## src/rtl/fetch_ctrl_if.sv

```systemverilog
// Fetch-controller bus: ROM port, redirect/stall inputs from decode and the fetch-stage outputs.
// master = fetch controller, slave = the ROM/decode side that drives it.
interface fetch_ctrl_if #(
    parameter int ROM_AW = 10
);
    logic [ROM_AW-1:0] imem_addr;
    logic [31:0]       imem_rdata;
    logic              redir_valid;
    logic [1:0]        redir_kind;
    logic [31:0]       redir_target;
    logic              stall;
    logic              if_valid;
    logic [31:0]       if_instr;
    logic [31:0]       if_pc;
    logic [31:0]       if_pc_plus_4;
    logic              fault;
    logic [31:0]       perf_fetch;
    logic [31:0]       perf_bubble;

    modport master (
        output imem_addr,
        input  imem_rdata,
        input  redir_valid,
        input  redir_kind,
        input  redir_target,
        input  stall,
        output if_valid,
        output if_instr,
        output if_pc,
        output if_pc_plus_4,
        output fault,
        output perf_fetch,
        output perf_bubble
    );

    modport slave (
        input  imem_addr,
        output imem_rdata,
        output redir_valid,
        output redir_kind,
        output redir_target,
        output stall,
        input  if_valid,
        input  if_instr,
        input  if_pc,
        input  if_pc_plus_4,
        input  fault,
        input  perf_fetch,
        input  perf_bubble
    );
endinterface

```

## src/rtl/fetch_ctrl.sv

```systemverilog
// Next-PC sequencer and fetch controller for a 1-cycle-latency instruction ROM.
// Optional perf counters enabled by defining FETCH_PERF_EN.
module fetch_ctrl #(
    parameter int          ROM_AW   = 10,
    parameter logic [31:0] RESET_PC = 32'h0
) (
    input  logic          clk,
    input  logic          rst,
    fetch_ctrl_if.master  bus
);

    typedef enum logic [1:0] {
        ST_RESET = 2'd0,
        ST_RUN   = 2'd1,
        ST_FAULT = 2'd2
    } state_e;

    state_e      state_q, state_d;
    logic [31:0] pc_q, pc_d;
    logic [31:0] pend_pc_q, pend_pc_d;
    logic        pend_valid_q, pend_valid_d;
    logic        fault_q, fault_d;
    logic        if_valid_s;
    logic        misalign_s;

    assign if_valid_s = pend_valid_q & (state_q == ST_RUN);
    assign misalign_s = (bus.redir_target[1:0] != 2'b00);

    // Next-state and next-PC selection
    always_comb begin
        state_d      = state_q;
        pc_d         = pc_q;
        pend_pc_d    = pend_pc_q;
        pend_valid_d = pend_valid_q;
        fault_d      = fault_q;
        case (state_q)
            ST_RESET: begin
                state_d      = ST_RUN;
                pend_pc_d    = pc_q;
                pend_valid_d = 1'b1;
                pc_d         = pc_q + 32'd4;
            end
            ST_RUN: begin
                if (bus.redir_valid && misalign_s) begin
                    state_d      = ST_FAULT;
                    fault_d      = 1'b1;
                    pend_valid_d = 1'b0;
                end else if (bus.redir_valid) begin
                    // Squashes any held instruction; the target is fetched on the next edge
                    pc_d         = bus.redir_target;
                    pend_valid_d = 1'b0;
                end else if (if_valid_s && bus.stall) begin
                    pc_d         = pc_q;
                end else begin
                    pend_pc_d    = pc_q;
                    pend_valid_d = 1'b1;
                    pc_d         = pc_q + 32'd4;
                end
            end
            ST_FAULT: begin
                state_d = ST_FAULT;
            end
            default: begin
                state_d      = ST_RESET;
                pc_d         = RESET_PC;
                pend_pc_d    = RESET_PC;
                pend_valid_d = 1'b0;
                fault_d      = 1'b0;
            end
        endcase
    end

    // State and PC registers
    always_ff @(posedge clk or negedge rst) begin
        if (!rst) begin
            state_q      <= ST_RESET;
            pc_q         <= RESET_PC;
            pend_pc_q    <= RESET_PC;
            pend_valid_q <= 1'b0;
            fault_q      <= 1'b0;
        end else begin
            state_q      <= state_d;
            pc_q         <= pc_d;
            pend_pc_q    <= pend_pc_d;
            pend_valid_q <= pend_valid_d;
            fault_q      <= fault_d;
        end
    end

    // While stalled the ROM re-reads the held PC so if_instr stays stable
    assign bus.imem_addr    = (if_valid_s && bus.stall) ? pend_pc_q[ROM_AW+1:2] : pc_q[ROM_AW+1:2];
    assign bus.if_valid     = if_valid_s;
    assign bus.if_instr     = bus.imem_rdata;
    assign bus.if_pc        = pend_pc_q;
    assign bus.if_pc_plus_4 = pend_pc_q + 32'd4;
    assign bus.fault        = fault_q;

`ifdef FETCH_PERF_EN
    logic [31:0] perf_fetch_q, perf_fetch_d;
    logic [31:0] perf_bubble_q, perf_bubble_d;

    // Accepted-instruction and bubble counters
    always_comb begin
        perf_fetch_d  = perf_fetch_q;
        perf_bubble_d = perf_bubble_q;
        if (if_valid_s && !bus.stall) begin
            perf_fetch_d = perf_fetch_q + 32'd1;
        end else begin
            perf_fetch_d = perf_fetch_q;
        end
        if ((state_q == ST_RUN) && !if_valid_s) begin
            perf_bubble_d = perf_bubble_q + 32'd1;
        end else begin
            perf_bubble_d = perf_bubble_q;
        end
    end

    // Perf counter registers
    always_ff @(posedge clk or negedge rst) begin
        if (!rst) begin
            perf_fetch_q  <= 32'h0;
            perf_bubble_q <= 32'h0;
        end else begin
            perf_fetch_q  <= perf_fetch_d;
            perf_bubble_q <= perf_bubble_d;
        end
    end

    assign bus.perf_fetch  = perf_fetch_q;
    assign bus.perf_bubble = perf_bubble_q;
`else
    assign bus.perf_fetch  = 32'h0;
    assign bus.perf_bubble = 32'h0;
`endif

endmodule

```

## src/flat_wrapper.sv

```systemverilog
// flat-port wrapper written by rule: the top's interface ports become plain ports
module fetch_ctrl_flat 
#(
    parameter int          ROM_AW   = 10,
    parameter logic [31:0] RESET_PC = 32'h0
)
  (clk, rst, bus_imem_addr, bus_imem_rdata, bus_redir_valid, bus_redir_kind, bus_redir_target, bus_stall, bus_if_valid, bus_if_instr, bus_if_pc, bus_if_pc_plus_4, bus_fault, bus_perf_fetch, bus_perf_bubble);
  fetch_ctrl_if #(.ROM_AW(ROM_AW)) bus_i ();
  input  logic clk;
  input  logic rst;
  output wire logic [$bits(bus_i.imem_addr)-1:0] bus_imem_addr;
  input wire logic [$bits(bus_i.imem_rdata)-1:0] bus_imem_rdata;
  input wire logic [$bits(bus_i.redir_valid)-1:0] bus_redir_valid;
  input wire logic [$bits(bus_i.redir_kind)-1:0] bus_redir_kind;
  input wire logic [$bits(bus_i.redir_target)-1:0] bus_redir_target;
  input wire logic [$bits(bus_i.stall)-1:0] bus_stall;
  output wire logic [$bits(bus_i.if_valid)-1:0] bus_if_valid;
  output wire logic [$bits(bus_i.if_instr)-1:0] bus_if_instr;
  output wire logic [$bits(bus_i.if_pc)-1:0] bus_if_pc;
  output wire logic [$bits(bus_i.if_pc_plus_4)-1:0] bus_if_pc_plus_4;
  output wire logic [$bits(bus_i.fault)-1:0] bus_fault;
  output wire logic [$bits(bus_i.perf_fetch)-1:0] bus_perf_fetch;
  output wire logic [$bits(bus_i.perf_bubble)-1:0] bus_perf_bubble;
  assign bus_imem_addr = bus_i.imem_addr;
  assign bus_i.imem_rdata = bus_imem_rdata;
  assign bus_i.redir_valid = bus_redir_valid;
  assign bus_i.redir_kind = bus_redir_kind;
  assign bus_i.redir_target = bus_redir_target;
  assign bus_i.stall = bus_stall;
  assign bus_if_valid = bus_i.if_valid;
  assign bus_if_instr = bus_i.if_instr;
  assign bus_if_pc = bus_i.if_pc;
  assign bus_if_pc_plus_4 = bus_i.if_pc_plus_4;
  assign bus_fault = bus_i.fault;
  assign bus_perf_fetch = bus_i.perf_fetch;
  assign bus_perf_bubble = bus_i.perf_bubble;
  fetch_ctrl #(.ROM_AW(ROM_AW), .RESET_PC(RESET_PC)) u_core (.clk(clk), .rst(rst), .bus(bus_i));
endmodule
```

## config.mk

```make
export PLATFORM = sky130hd
export DESIGN_NAME = fetch_ctrl_flat
export DESIGN_NICKNAME = d
export VERILOG_FILES = /design/src/rtl/fetch_ctrl_if.sv /design/src/rtl/fetch_ctrl.sv /design/src/flat_wrapper.sv
export SDC_FILE = /design/constraint.sdc
export NUM_CORES = 1
export LEC_CHECK = 0
export BUFFER_PORTS_ARGS = -buffer_cell sky130_fd_sc_hd__buf_4
export CORE_ASPECT_RATIO = 1.4
export CORE_MARGIN = 1
export CORE_UTILIZATION = 35
export DETAILED_ROUTE_END_ITERATION = 16
export PLACE_DENSITY = 0.77
export SLEW_MARGIN = 20
export SYNTH_ARGS = -nofsm -noshare
export SYNTH_HDL_FRONTEND = slang
export SYNTH_SLANG_ARGS = --single-unit
```

## constraint.sdc

```tcl
create_clock -name clk -period 2.4 [get_ports clk]
set_clock_uncertainty 0.05 [all_clocks]
set_input_delay 0.12 -clock clk [delete_from_list [all_inputs] [get_ports clk]]
set_output_delay 0.12 -clock clk [all_outputs]
set_load 0.02 [all_outputs]
```

==> impl_metrics.ini <==
[outcome]
status = finished clean

[sta]
setup_ws_ns = 0.1286
slew_headroom_pct = 41.35
setup_viol = 0
hold_slack_ns = 0.02283
fin_crit_ns = 2.271
fin_setup_tns_ns = 0
fmax_mhz = 440.3
rsz0062_at_grt = no
fin_crit_sh_pct = 94.64
drv_slew = 0
timing.final.hold_violations = 0
worstMarginPinSlew_ns = 0.8797

[floorplan]
dieWidth_um = 102.3
dieHeight_um = 142.4
core_area_mm2 = 0.01358
io_pins = 242
dieArea_mm2 = 0.01457
row_count = 50
initial_core_util_pct = 36.30

[global_routing]
overflow = 0
antenna_found_initial = 0
grt_pass1_vias = 4240
grt_pass1_wl_um = 21760
grt_start_max_net_pins = 69
grt_use_total_pct = 19.56

[cells_and_area]
diodes = 0
nets = 785
area_delta_synth_final_pct = 25.03
instances_no_fill = 897
seqCellArea_mm2 = 0.001712
nFillCells = 1315
final_cell_area_mm2 = 0.006162
multi_input_area_mm2 = 0.002576
drive_gt1_share_pct = 26.71

[yosys]
asyncSetResetFlopFracSynth_pct = 100.0
yosys_warnings = 0
synth_ff_type = dfrtp_1
syn_area_per_cell_um2 = 8.269
yosysSeqAreaShare_pct = 34.53
synth-seq-cells = 68
synth_area_mm2 = 0.004928
ys_types = 57
synth_edf_count = 0
netlist_instances = 596

[pwr]
p_int_w = 0.003154
peakVddDrop_uv = 484.8
power_frac_clock_pct = 24.2
switchingPower_w = 0.002385
power_frac_comb_pct = 46.3
seqPwrFrac_pct = 29.4
p_leak_nw = 2.883
power_density_mw_per_mm2 = 899.0
swShare_pct = 43.06

[setup_path]
crit_chain = clkinv_1 > ha_1 > and2_1 > nand2_1 > buf_4 > mux2_2 > buf_4
crit_required_ns = 2.23
cpLargestDelayFamily = buffers and inverters
crit_buf_inv = 3
max_stage_delay_ns = 0.36
cp_max_fo = 13
setup.worst_path.class = reg2out
end_kind = output port
critPathLaunchType = flop
cp_common_cell = buf_4
cp_slowest_cell = mux2_2
arrival_ns = 2.10

[placed_design]
gp_congestion = 0.8597
post_dp_cell_area_mm2 = 0.005574
portBuffers = 111
dp_hpwl_um = 10510
placed_cells = 854
dpl_worst_slack_ns = 0.1620

[clocking]
numCtsBuffers = 9
clock-sinks = 68
clk_pin_slew_ns = 0.06
clock_latency_ns = 0.34
cts_buffer_depth = 2
h-tree-depth = 3
cts_root_buf = clkbuf_16
cts_tree = done

[route]
wl_um = 13910
vias = 4563
final_antenna_net_count = 0
vias_per_cell = 5.087
drt-wirelength-per-cell_um = 15.51
drc = 0
first_pass_iters = 5
drt_iter0_drc = 272

[worst_hold_path]
min_path_type = in2reg

[flow_run]
drv_cap = 0
## power groups by stage
stage                     clock, W  sequential, W  combinational (W)
after floorplan                  0        0.00166            0.00170
after global placement           0        0.00164            0.00246
after detailed placement         0        0.00164            0.00250
after CTS                  0.00135        0.00162            0.00253
after global routing       0.00142        0.00166            0.00281
final                      0.00134        0.00163            0.00257
## kinds of logic (layout without fill, tap and decap cells)
family	Yosys count	after routing	share of synthesized area [%]
adders and majority gates	5	5	1.269
and+or+nand+nor	221	221	22.09
buffers and inverters	136	192	18.41
xor gates and xnor gates	31	31	5.509
AOI/OAI and AO/OA	123	123	15.64
other	1	64	0.07609
DFF	68	68	34.53
muxes	11	11	2.488
## cell type report
cell class	count	share of cell area [%]
clock buffers	12	4.162
flip-flops and latches	68	27.78
well taps	182	3.695
clock inverters	4	0.7716
inverters	10	0.6091
multi-input cells	455	41.81
repair buffers	166	21.18
## metrics by stage
stage                     utilization, %  power [W]
after floorplan                        -   0.003352
after detailed placement           41.06   0.004139
after global placement             41.06   0.004098
final                              45.39   0.005540
after CTS                          45.11   0.005513
after global routing               45.39   0.005884
## placed cells by master, fill, tap and decap left out, drive strengths merged, types with 18 or more instances in the layout
cell	count
buf	144
conb	64
dfrtp	68
dlygate4sd3	22
nand2	112
nand3	22
nand4	18
nor2	25
o21ai	61
xnor2	21
## sequential cells by signal, summed over array words and instances, names as in the netlist
name	flops
u_core.bus.fault	1
u_core.state_q	2
u_core.bus.if_pc	32
u_core.pc_q	32
u_core.pend_valid_q	1
## routing by layer
layer	GRT usage, %	wire length, um
met1	22.66	5377
met2	33.13	7140
met3	3.340	726
met4	11.95	667
met5	0	0
## tightest hold or removal path, cell delays in order
cell,delay [ns]
buf_4,0.08
a21oi_1,0.04
o21ai_0,0.12
## Yosys cell counts, types with 3 or more instances
master    instances  share of area [%]
a21oi_1          12                1.2
a22oi_1          10                1.5
a31oi_1           9                1.1
a41oi_1           3               0.53
and2_1            3               0.38
and3_1            8                1.0
and4_1            3               0.53
buf_2             6               0.61
buf_4           101                 15
clkbuf_1         15                1.1
dfrtp_1          68                 35
ha_1              5                1.3
inv_1             9               0.69
mux2_2           10                2.3
nand2_1         112                8.5
nand2b_1          4               0.51
nand3_1          22                2.2
nand4_1          17                2.2
nor2_1           25                1.9
nor2b_1           3               0.38
nor3_1            5               0.51
nor4_1            3               0.38
o21ai_0          61                6.2
o311ai_0          5               0.89
o311ai_1          4               0.71
o31ai_1           4               0.61
or2_2             3               0.38
xnor2_1          21                3.7
xor2_1           10                1.8
## worst paths after layout
check | slack, ns | from | end | depth (start not counted)
worst max-delay path | 0.13 | u_core.state_q[1] | bus_imem_addr[1] | 7
worst min-delay path | 0.02 | bus_redir_target[2] | u_core.pc_q[2] | 3
worst max register to register | 0.15 | u_core.state_q[1] | u_core.pc_q[25] | 8
worst min register to register | 0.47 | u_core.pc_q[1] | u_core.bus.if_pc[1] | 2
max in group asynchronous | 1.27 | rst | u_core.bus.if_pc[6] | 2
min in group asynchronous | 0.38 | rst | u_core.pc_q[24] | 2
## what timing repair did
action                                  CTS  global route
gates resized for setup                   1            12
endpoints found under the hold margin    89             0
buffers inserted                          3             2
pin swaps                                 1             0
hold buffers                             22             0
endpoints found under the setup margin    6            33
Note: power is estimated with default switching activity, not from simulation.
